<file path="config.mk">
export PLATFORM = sky130hd
export DESIGN_NAME = issue_ctrl_flat
export DESIGN_NICKNAME = d
export VERILOG_FILES = /design/src/rtl/issue_ctrl_pkg.sv /design/src/rtl/issue_ctrl_if.sv /design/src/rtl/issue_ctrl_sat_counter.sv /design/src/rtl/issue_ctrl.sv /design/src/flat_wrapper.sv
export SDC_FILE = /design/constraint.sdc
export NUM_CORES = 1
export LEC_CHECK = 0
export BUFFER_PORTS_ARGS = -buffer_cell sky130_fd_sc_hd__buf_4
export CAP_MARGIN = 30
export CORE_MARGIN = 2
export CORE_UTILIZATION = 40
export CTS_BUF_LIST = sky130_fd_sc_hd__clkbuf_8
export DETAILED_ROUTE_END_ITERATION = 10
export GPL_ROUTABILITY_DRIVEN = 0
export PLACE_DENSITY = 0.67
export RECOVER_POWER = 100
export REMOVE_ABC_BUFFERS = 1
export SLEW_MARGIN = 20
export SYNTH_ARGS = -nofsm -noshare
export SYNTH_HDL_FRONTEND = slang
export SYNTH_SLANG_ARGS = --single-unit
</file>
<file path="constraint.sdc">
create_clock -name clk -period 2.07 [get_ports clk]
set_input_delay 0.207 -clock clk [delete_from_list [all_inputs] [get_ports clk]]
set_output_delay 0.207 -clock clk [all_outputs]
set_load 0.02 [all_outputs]
</file>
<file path="src/rtl/issue_ctrl_pkg.sv">
// Shared types for the in-order issue controller: register index, FSM states,
// and the holding-slot layout.
package issue_ctrl_pkg;

    localparam int RF_ADDR_W = 5;
    localparam int PAYLOAD_W = 64;

    typedef logic [RF_ADDR_W-1:0] rf_addr_t;

    typedef enum logic {
        EMPTY = 1'b0,
        HELD  = 1'b1
    } issue_state_e;

    typedef struct packed {
        rf_addr_t               rs1;
        rf_addr_t               rs2;
        rf_addr_t               rd;
        logic                   uses_rs1;
        logic                   uses_rs2;
        logic                   writes_rd;
        logic [PAYLOAD_W-1:0]   payload;
    } issue_slot_t;

    // x0 is hardwired, so it never waits on the scoreboard.
    function automatic logic src_blocked(input logic uses, input rf_addr_t idx, input logic busy);
        return uses && (idx != '0) && busy;
    endfunction

endpackage

</file>
<file path="src/rtl/issue_ctrl_if.sv">
// Decode / scoreboard / execute signal bundle around issue_ctrl.
// slave is the issue_ctrl side, master is the surrounding pipeline.
interface issue_ctrl_if
    import issue_ctrl_pkg::*;
#(
    parameter int STALL_CNT_W = 16
) ();

    logic                   dec_valid_i;
    logic                   dec_ready_o;
    rf_addr_t               dec_rs1_i;
    rf_addr_t               dec_rs2_i;
    rf_addr_t               dec_rd_i;
    logic                   dec_uses_rs1_i;
    logic                   dec_uses_rs2_i;
    logic                   dec_writes_rd_i;
    logic [PAYLOAD_W-1:0]   dec_payload_i;

    rf_addr_t               sb_query_1_o;
    rf_addr_t               sb_query_2_o;
    logic                   sb_busy_1_i;
    logic                   sb_busy_2_i;
    rf_addr_t               sb_reserve_o;

    logic                   ex_valid_o;
    logic                   ex_ready_i;
    logic [PAYLOAD_W-1:0]   ex_payload_o;
    rf_addr_t               ex_rd_o;

    logic                   flush_i;
    logic                   stat_clear_i;
    logic [STALL_CNT_W-1:0] stall_cycles_o;

    modport master (
        output dec_valid_i, dec_rs1_i, dec_rs2_i, dec_rd_i,
        output dec_uses_rs1_i, dec_uses_rs2_i, dec_writes_rd_i, dec_payload_i,
        output sb_busy_1_i, sb_busy_2_i, ex_ready_i, flush_i, stat_clear_i,
        input  dec_ready_o, sb_query_1_o, sb_query_2_o, sb_reserve_o,
        input  ex_valid_o, ex_payload_o, ex_rd_o, stall_cycles_o
    );

    modport slave (
        input  dec_valid_i, dec_rs1_i, dec_rs2_i, dec_rd_i,
        input  dec_uses_rs1_i, dec_uses_rs2_i, dec_writes_rd_i, dec_payload_i,
        input  sb_busy_1_i, sb_busy_2_i, ex_ready_i, flush_i, stat_clear_i,
        output dec_ready_o, sb_query_1_o, sb_query_2_o, sb_reserve_o,
        output ex_valid_o, ex_payload_o, ex_rd_o, stall_cycles_o
    );

endinterface

</file>
<file path="src/rtl/issue_ctrl_sat_counter.sv">
// Saturating up-counter with synchronous clear; clear beats increment.
// Generic enough for any performance event counter.
module issue_ctrl_sat_counter #(
    parameter int WIDTH = 16
) (
    input  logic             clk,
    input  logic             reset_n,
    input  logic             clear,
    input  logic             inc,
    output logic [WIDTH-1:0] count
);

    localparam logic [WIDTH-1:0] ONE = WIDTH'(1);

    always_ff @(posedge clk or negedge reset_n) begin
        if (!reset_n) begin
            count <= '0;
        end else if (clear) begin
            count <= '0;
        end else if (inc && (count != '1)) begin
            count <= count + ONE;
        end
    end

endmodule

</file>
<file path="src/rtl/issue_ctrl.sv">
// In-order single-issue controller: holds one decoded instruction, stalls on
// RAW hazards reported by the scoreboard, issues to execute and reserves rd.
//
//   state | meaning
//   ------+----------------------------------------------------------
//   EMPTY | slot free; decode is accepted unless flushing
//   HELD  | slot holds an instruction waiting on operands or execute
module issue_ctrl
    import issue_ctrl_pkg::*;
#(
    parameter int STALL_CNT_W = 16
) (
    input logic          clk,
    input logic          reset_n,
    issue_ctrl_if.slave  bus
);

    issue_state_e           state;
    issue_slot_t            slot;
    issue_slot_t            dec_slot;
    logic                   held_valid;
    logic                   hazard;
    logic                   ex_valid;
    logic                   fire;
    logic                   dec_ready;
    logic                   accept;
    logic                   stall_inc;
    logic [STALL_CNT_W-1:0] stall_count;

    always_comb begin
        held_valid = (state == HELD);
        hazard     = held_valid &&
                     (src_blocked(slot.uses_rs1, slot.rs1, bus.sb_busy_1_i) ||
                      src_blocked(slot.uses_rs2, slot.rs2, bus.sb_busy_2_i));
        ex_valid   = held_valid && !hazard && !bus.flush_i;
        fire       = ex_valid && bus.ex_ready_i;
        dec_ready  = !bus.flush_i && (!held_valid || fire);
        accept     = bus.dec_valid_i && dec_ready;
        stall_inc  = hazard && !bus.flush_i;
    end

    always_comb begin
        dec_slot           = '0;
        dec_slot.rs1       = bus.dec_rs1_i;
        dec_slot.rs2       = bus.dec_rs2_i;
        dec_slot.rd        = bus.dec_rd_i;
        dec_slot.uses_rs1  = bus.dec_uses_rs1_i;
        dec_slot.uses_rs2  = bus.dec_uses_rs2_i;
        dec_slot.writes_rd = bus.dec_writes_rd_i;
        dec_slot.payload   = bus.dec_payload_i;
    end

    // Everything toward execute and the scoreboard comes from the slot, never
    // straight from the decode fields.
    assign bus.dec_ready_o    = dec_ready;
    assign bus.ex_valid_o     = ex_valid;
    assign bus.ex_payload_o   = slot.payload;
    assign bus.ex_rd_o        = (held_valid && slot.writes_rd) ? slot.rd : '0;
    assign bus.sb_reserve_o   = (fire && slot.writes_rd) ? slot.rd : '0;
    assign bus.sb_query_1_o   = held_valid ? slot.rs1 : '0;
    assign bus.sb_query_2_o   = held_valid ? slot.rs2 : '0;
    assign bus.stall_cycles_o = stall_count;

    always_ff @(posedge clk or negedge reset_n) begin
        if (!reset_n) begin
            state <= EMPTY;
            slot  <= '0;
        end else if (bus.flush_i) begin
            state <= EMPTY;
            slot  <= '0;
        end else begin
            case (state)
                EMPTY: begin
                    if (accept) begin
                        state <= HELD;
                        slot  <= dec_slot;
                    end
                end
                HELD: begin
                    // In HELD an accept implies a fire, so the slot reloads.
                    if (accept) begin
                        slot <= dec_slot;
                    end else if (fire) begin
                        state <= EMPTY;
                    end
                end
                default: begin
                    state <= EMPTY;
                end
            endcase
        end
    end

    issue_ctrl_sat_counter #(
        .WIDTH (STALL_CNT_W)
    ) u_stall_cnt (
        .clk     (clk),
        .reset_n (reset_n),
        .clear   (bus.stat_clear_i),
        .inc     (stall_inc),
        .count   (stall_count)
    );

endmodule

</file>
<file path="src/flat_wrapper.sv">
// flat-port wrapper written by rule: the top's interface ports become plain ports
module issue_ctrl_flat import issue_ctrl_pkg::*;
#(
    parameter int STALL_CNT_W = 16
)
  (clk, reset_n, bus_dec_valid_i, bus_dec_rs1_i, bus_dec_rs2_i, bus_dec_rd_i, bus_dec_uses_rs1_i, bus_dec_uses_rs2_i, bus_dec_writes_rd_i, bus_dec_payload_i, bus_sb_busy_1_i, bus_sb_busy_2_i, bus_ex_ready_i, bus_flush_i, bus_stat_clear_i, bus_dec_ready_o, bus_sb_query_1_o, bus_sb_query_2_o, bus_sb_reserve_o, bus_ex_valid_o, bus_ex_payload_o, bus_ex_rd_o, bus_stall_cycles_o);
  issue_ctrl_if #(.STALL_CNT_W(STALL_CNT_W)) bus_i ();
  input logic clk;
  input logic reset_n;
  input wire logic [$bits(bus_i.dec_valid_i)-1:0] bus_dec_valid_i;
  input wire logic [$bits(bus_i.dec_rs1_i)-1:0] bus_dec_rs1_i;
  input wire logic [$bits(bus_i.dec_rs2_i)-1:0] bus_dec_rs2_i;
  input wire logic [$bits(bus_i.dec_rd_i)-1:0] bus_dec_rd_i;
  input wire logic [$bits(bus_i.dec_uses_rs1_i)-1:0] bus_dec_uses_rs1_i;
  input wire logic [$bits(bus_i.dec_uses_rs2_i)-1:0] bus_dec_uses_rs2_i;
  input wire logic [$bits(bus_i.dec_writes_rd_i)-1:0] bus_dec_writes_rd_i;
  input wire logic [$bits(bus_i.dec_payload_i)-1:0] bus_dec_payload_i;
  input wire logic [$bits(bus_i.sb_busy_1_i)-1:0] bus_sb_busy_1_i;
  input wire logic [$bits(bus_i.sb_busy_2_i)-1:0] bus_sb_busy_2_i;
  input wire logic [$bits(bus_i.ex_ready_i)-1:0] bus_ex_ready_i;
  input wire logic [$bits(bus_i.flush_i)-1:0] bus_flush_i;
  input wire logic [$bits(bus_i.stat_clear_i)-1:0] bus_stat_clear_i;
  output wire logic [$bits(bus_i.dec_ready_o)-1:0] bus_dec_ready_o;
  output wire logic [$bits(bus_i.sb_query_1_o)-1:0] bus_sb_query_1_o;
  output wire logic [$bits(bus_i.sb_query_2_o)-1:0] bus_sb_query_2_o;
  output wire logic [$bits(bus_i.sb_reserve_o)-1:0] bus_sb_reserve_o;
  output wire logic [$bits(bus_i.ex_valid_o)-1:0] bus_ex_valid_o;
  output wire logic [$bits(bus_i.ex_payload_o)-1:0] bus_ex_payload_o;
  output wire logic [$bits(bus_i.ex_rd_o)-1:0] bus_ex_rd_o;
  output wire logic [$bits(bus_i.stall_cycles_o)-1:0] bus_stall_cycles_o;
  assign bus_i.dec_valid_i = bus_dec_valid_i;
  assign bus_i.dec_rs1_i = bus_dec_rs1_i;
  assign bus_i.dec_rs2_i = bus_dec_rs2_i;
  assign bus_i.dec_rd_i = bus_dec_rd_i;
  assign bus_i.dec_uses_rs1_i = bus_dec_uses_rs1_i;
  assign bus_i.dec_uses_rs2_i = bus_dec_uses_rs2_i;
  assign bus_i.dec_writes_rd_i = bus_dec_writes_rd_i;
  assign bus_i.dec_payload_i = bus_dec_payload_i;
  assign bus_i.sb_busy_1_i = bus_sb_busy_1_i;
  assign bus_i.sb_busy_2_i = bus_sb_busy_2_i;
  assign bus_i.ex_ready_i = bus_ex_ready_i;
  assign bus_i.flush_i = bus_flush_i;
  assign bus_i.stat_clear_i = bus_stat_clear_i;
  assign bus_dec_ready_o = bus_i.dec_ready_o;
  assign bus_sb_query_1_o = bus_i.sb_query_1_o;
  assign bus_sb_query_2_o = bus_i.sb_query_2_o;
  assign bus_sb_reserve_o = bus_i.sb_reserve_o;
  assign bus_ex_valid_o = bus_i.ex_valid_o;
  assign bus_ex_payload_o = bus_i.ex_payload_o;
  assign bus_ex_rd_o = bus_i.ex_rd_o;
  assign bus_stall_cycles_o = bus_i.stall_cycles_o;
  issue_ctrl #(.STALL_CNT_W(STALL_CNT_W)) u_core (.clk(clk), .reset_n(reset_n), .bus(bus_i));
endmodule
</file>
**Yosys cells after proc, flatten, opt, wreduce, memory -nomap -nowiden**

Index checks and enable logic that the tools add are counted.

- Add/sub/neg operators: 1
- $mul: 0
- Div/mod/pow operators: 0
- Magnitude comparators: 0
- Eq/ne operators: 1
- Shift operators: 0
- Mux-type cells: 13
- Bitwise operators: 1
- Reduce and logical (&&, ||, !) cells: 23

Operators by type and width:

| kind | count |
|---|---|
| 2-to-1 mux 82 bit | 2 |
| 2-to-1 mux 16 bit | 2 |
| 2-to-1 mux 5 bit | 4 |
| adder 16 x 1 -> 16 bit (second input constant) | 1 |
| inequality test 16 bit (second input constant) | 1 |
| logical AND 1 bit | 14 |
| nonzero test 5 bit | 2 |
| 2-to-1 mux 1 bit | 4 |
| nonzero test 2 bit | 2 |
| zero test 1 bit | 3 |
| logical OR 1 bit | 2 |
| one-hot mux 1 bit (2 select lines) | 1 |
| NOT 1 bit | 1 |

- Bits in registers: 99
- Latch bits: 0
- RAM bits: 0
- Bits in read-only memories: 0
- Input bits: 90
- Output and inout port bits: 102
- Logic and storage cells: 48
- Memories kept: 0

**Depth between registers and ports, before layout**

- Depth in word-level cells: 15
- Gate-level depth with buffers: 7
- Gate-level depth less buffers: 6

**Hierarchy**

From an unflattened synthesis, not the netlist that was laid out.

- Cells, all modules: 554
- Area, all modules: 5744.3 µm²

By module, submodules not included:

| module | times used | cells each | area each (µm²) | sequential area each (µm²) |
|---|---|---|---|---|
| issue_ctrl | 1 | 456 | 4802.1 | 2077.0 |
| issue_ctrl_sat_counter | 1 | 98 | 942.2 | 400.4 |

**Worst setup path after synthesis**

OpenSTA, ideal clock, no wires.

- Path kind: register to register
- Start point: register u_core.u_stall_cnt.count[0]
- End point: register u_core.u_stall_cnt.count[11]
- Setup time: 0.078 ns
- Data arrival time: 1.971 ns
- Data required time: 1.992 ns
- Setup slack: 0.021 ns
- Stages on the path, launching flop included: 8
- Path buffers: 1
- Period minus slack after synthesis: 2.049 ns
- Cells stage by stage: dfrtp_1 ha_1 and3_1 and4_1 nand2b_1 buf_2 or4_1 a21oi_1

- Longest elaborated chain between the ends: 3
- Elaborated cells on any way between the ends: 6
- Those cells by class: add/sub (1); eq/ne (1); mux (2); reduce/logical (2)

Ends and longest elaborated chain:

| element | line | text |
|---|---|---|
| start, declared | issue_ctrl_sat_counter.sv:10 | `output logic [WIDTH-1:0] count` |
| start signal, assigned | issue_ctrl_sat_counter.sv:21 | `count <= count + ONE;` |
| adder 16 x 1 -> 16 bit or inequality test 16 bit (tied branches) | issue_ctrl_sat_counter.sv:21, issue_ctrl_sat_counter.sv:20 |  |
| 2-to-1 mux 16 bit or logical AND 1 bit (tied branches) | issue_ctrl_sat_counter.sv:20 | `end else if (inc && (count != '1)) begin` |
| 2-to-1 mux 16 bit or nonzero test 2 bit (tied branches) | -- |  |

Parallel ways exist; a longest one is shown, timed or not. The select of a mux whose other input is x is not followed.
A chain may end at the register's enable or synchronous reset.

**Worst setup path after layout**

- Start point: register u_core.slot[80] (netlist name)
- End point: output port bus_sb_reserve_o[4]

- Longest elaborated chain between the ends: 11

Ends and longest elaborated chain:

| element | line | text |
|---|---|---|
| start, declared | issue_ctrl.sv:19 | `issue_slot_t slot;` |
| start signal, assigned | issue_ctrl.sv:76 | `slot <= dec_slot;` |
| start signal, assigned | issue_ctrl.sv:82 | `slot <= dec_slot;` |
| nonzero test 5 bit | issue_ctrl_pkg.sv:27 | `return uses && (idx != '0) && busy;` |
| logical AND 1 bit (2 in series) | issue_ctrl_pkg.sv:27 |  |
| logical OR 1 bit | issue_ctrl.sv:33 | `(src_blocked(slot.uses_rs1, slot.rs1, bus.sb_busy_1_i) \|\|` |
| logical AND 1 bit | issue_ctrl.sv:32 | `hazard = held_valid &&` |
| zero test 1 bit | issue_ctrl.sv:35 | `ex_valid = held_valid && !hazard && !bus.flush_i;` |
| logical AND 1 bit (2 in series) | issue_ctrl.sv:35 |  |
| logical AND 1 bit | issue_ctrl.sv:36 | `fire = ex_valid && bus.ex_ready_i;` |
| logical AND 1 bit | issue_ctrl.sv:59 | `assign bus.sb_reserve_o = (fire && slot.writes_rd) ? slot.rd : '0;` |
| 2-to-1 mux 5 bit | issue_ctrl.sv:59 |  |
| end, declared | flat_wrapper.sv:26 | `output wire logic [$bits(bus_i.sb_reserve_o)-1:0] bus_sb_reserve_o;` |

No other way between the ends.

==> run_results.csv <==
group,metric,value,unit
status,status,"finished with violations",
status,failed_checks,"setup timing",
grt,grt_max_degree,100,
logic_synthesis,synth_top_area_share,49.08,%
placed_design,place_hpwl,8.555,mm
grt,overflow,0,
route,ant_nets,0,
pwr,cellLeakagePower,3.450,nW
logic_synthesis,synthMuxAreaShare,17.35,%
finish,antenna_cells,0,
pwr,irDropWorstVdd,0.0004449,V
logic_synthesis,synth_compound_area_share,4.933,%
logic_synthesis,ys_seq_area_share,49.08,%
route,drt_iter0_markers,167,
logic_synthesis,synth_cell_type_count,34,
placed_design,placed_area,6262,µm²
route,vias,4004,
worst_setup_path,path_cells,"or4_4 > o211ai_1 > buf_4 > nand2_2 > nor3_2 > buf_4 > and2_4 > buf_6",
logic_synthesis,synthArstFlopShare,100.0,%
die,rows,41,
die,die_h,116.3,µm
sta,worstMarginPinSlew,1372,ps
sta,maxSlewHeadroom,8.538,%
logic_synthesis,synth_area,5047,µm²
route,drt_pass1_iterations,4,
finish,drive_above_1_share,33.33,%
finish,syn2layout_area_growth,37.43,%
worst_setup_path,arrival,2280,ps
placed_design,port_buffers,191,
worst_setup_path,cpMostUsedCell,"buf_4",
clocking,path_clk_slew,100,ps
worst_setup_path,path_max_fanout,5,
worst_setup_path,critPathKind,"flip-flop to output port",
finish,nets,735,
sta,worst_slack,-414.3,ps
sta,timing.hold.ws,61.73,ps
grt,antenna_found_initial,0,
worst_setup_path,slowest_stage,"or4_4",
die,io_pins,192,
logic_synthesis,synthAdderAreaFrac,0.2479,%
logic_synthesis,synth_edf_count,0,
sta,slew_violations,0,
logic_synthesis,synth_top_family_by_area,"multiplexers",
clocking,cts_max_level,3,
finish,stdcell_count,820,
clocking,ctsRootBufferMaster,"clkbuf_8",
grt,grtUsageTotal,20.60,%
sta,grt_setup_unrepaired,"yes",
sta,min_period,2484,ps
clocking,cts_buffers,9,
worst_setup_path,ff2ff_setup_slack,-410,ps
logic_synthesis,synth-seq-cells,99,
logic_synthesis,yosysTopAreaCell,"dfrtp_1",
finish,post-route-cell-area,6937,µm²
logic_synthesis,synth_ff_type,"dfrtp_1",
die,die_area,13530,µm²
hold_path,holdCritPathClass,"primary input to flip-flop",
sta,hold_violations,0,
logic_synthesis,synthSimpleGateAreaFrac,15.27,%
route,drt_wl_total,13.77,mm
sta,setup_viol,105,
sta,max_freq,402.5,MHz
logic_synthesis,syn_inst,472,
grt,first_global_vias,4094,
logic_synthesis,yosys-top-cells-area,"dfrtp_1 (49%), mux2i_1 (16%), buf_4 (9.7%)",
clocking,cts_tree,"done",
clocking,clk_latency,380,ps
die,core_area,12470,µm²
placed_design,dp.cells,768,
flow_run,cap_violations,0,
die,die_w,116.3,µm
route,vias_per_cell,4.883,
pwr,p_per_area,672.1,nW/µm²
sta,skew,10.01,ps
clocking,numClockSinks,99,
worst_setup_path,slowest_delay,550,ps
die,initial_core_util,40.49,%
worst_setup_path,setup.worst_path.start_class,"flip-flop",
logic_synthesis,ys_warn_count,0,
finish,utilization,55.65,%
sta,post-route-period-util,120.0,%
route,wl_per_cell,16.80,µm
route,drc,0,
logic_synthesis,syn_area_per_cell,10.69,µm²
worst_setup_path,worstPathRequired,1860,ps
logic_synthesis,synth-xor-area-share,0,%
grt,grt_pass1_wl,21.12,mm
worst_setup_path,cp-end-kind,"output port",
clocking,cts_max_path_buffers,2,
metrics by stage:
step | power [W] | worst slack (ps) | TNS [ps]
finish | 0.004662 | -414.3 | -34040
global route | 0.004860 | -537.3 | -45500
CTS | 0.004765 | -407.5 | -22700
detailed placement | 0.002926 | -68.50 | -2483
global placement | 0.002904 | 9.723 | 0
floorplan | 0.002569 | -4989 | -409120
cell usage after synthesis, types with 3 or more instances:
cell / number
a21oi_1: 13
and2_1: 16
and3_1: 9
and4_1: 3
buf_4: 65
buf_6: 10
clkbuf_1: 13
dfrtp_1: 99
mux2_4: 3
mux2i_1: 83
nand2_1: 9
nand2b_1: 5
nand3_1: 4
nor2_1: 90
nor2b_1: 3
o21ai_0: 7
o31ai_1: 6
or3_1: 6
or4_1: 7
critical path: cells and delay by family, from the launching register on:
family / cells / cell delay, ps
and+or+nand+nor: 4 / 880
buffers and inverters: 3 / 430
DFF: 1 / 400
AOI/OAI and AO/OA: 1 / 170
layer usage:
layer	vias up	routed length, µm	share of wire [%]	track usage (%)
met2	127	6782	49	34.11
met1	1972	5747	42	25.62
li1	1888	-	-	-
met4	0	265	1.9	8.413
met3	17	977	7.1	5.553
met5	-	0	0	0
registers in the layout (all words and copies together), names as in the netlist:
name / count
u_core.bus.ex_payload_o: 64
u_core.held_valid: 1
u_core.slot: 18
u_core.u_stall_cnt.count: 16
cells by family after synthesis:
kind of cell             after synthesis
AO/OA/AOI/OAI                         36
adder cells (fa/ha/maj)                1
buffers and inverters                 91
flip-flops                            99
multiplexers                          86
AND/OR/NAND/NOR                      159
cell usage in the layout, fill, tap and decap left out, types with 8 or more instances in the layout:
cell      instances
and3_1            9
a21oi_1          12
buf_6            20
clkbuf_1         80
dfrtp_1          99
and2_1           11
clkbuf_8         10
nand2_1           8
nor2_1           89
buf_4           128
mux2i_1          76
cell type report:
type,count,area (µm²)
repair buffers,249,1892
clock buffers,10,137.6
fillers,1160,5529
well taps,172,215.2
flip-flops and latches,99,2477
clock inverters,5,125.1
inverters,2,7.507
multi-input cells,283,2082
repair_timing:
action                                  4_1_cts  5_1_grt
endpoints found under the setup margin       89      104
hold buffers                                  1        0
pin swaps                                    12       13
gates cloned                                 12        2
endpoints found under the hold margin        99        0
setup buffers                                15       13
gates resized for setup                      42       38
final timing paths:
check                                                  from                           end  cells past startpoint
worst max-delay path                        u_core.slot[80]           bus_sb_reserve_o[4]                      8
worst min-delay path                  bus_dec_payload_i[43]   u_core.bus.ex_payload_o[43]                      3
worst max register to register              u_core.slot[72]               u_core.slot[72]                     10
worst min register to register  u_core.bus.ex_payload_o[20]   u_core.bus.ex_payload_o[20]                      2
max in group asynchronous                           reset_n  u_core.u_stall_cnt.count[13]                      3
min in group asynchronous                           reset_n   u_core.bus.ex_payload_o[12]                      3
where the power goes:
group | total, W | internal, W | switching, W
combinational | 0.000930 | 0.000459 | 0.000470
sequential | 0.00210 | 0.00203 | 0.0000681
clock | 0.00163 | 0.000949 | 0.000680
total | 0.00466 | 0.00344 | 0.00122
(Power assumes the default switching activity.)
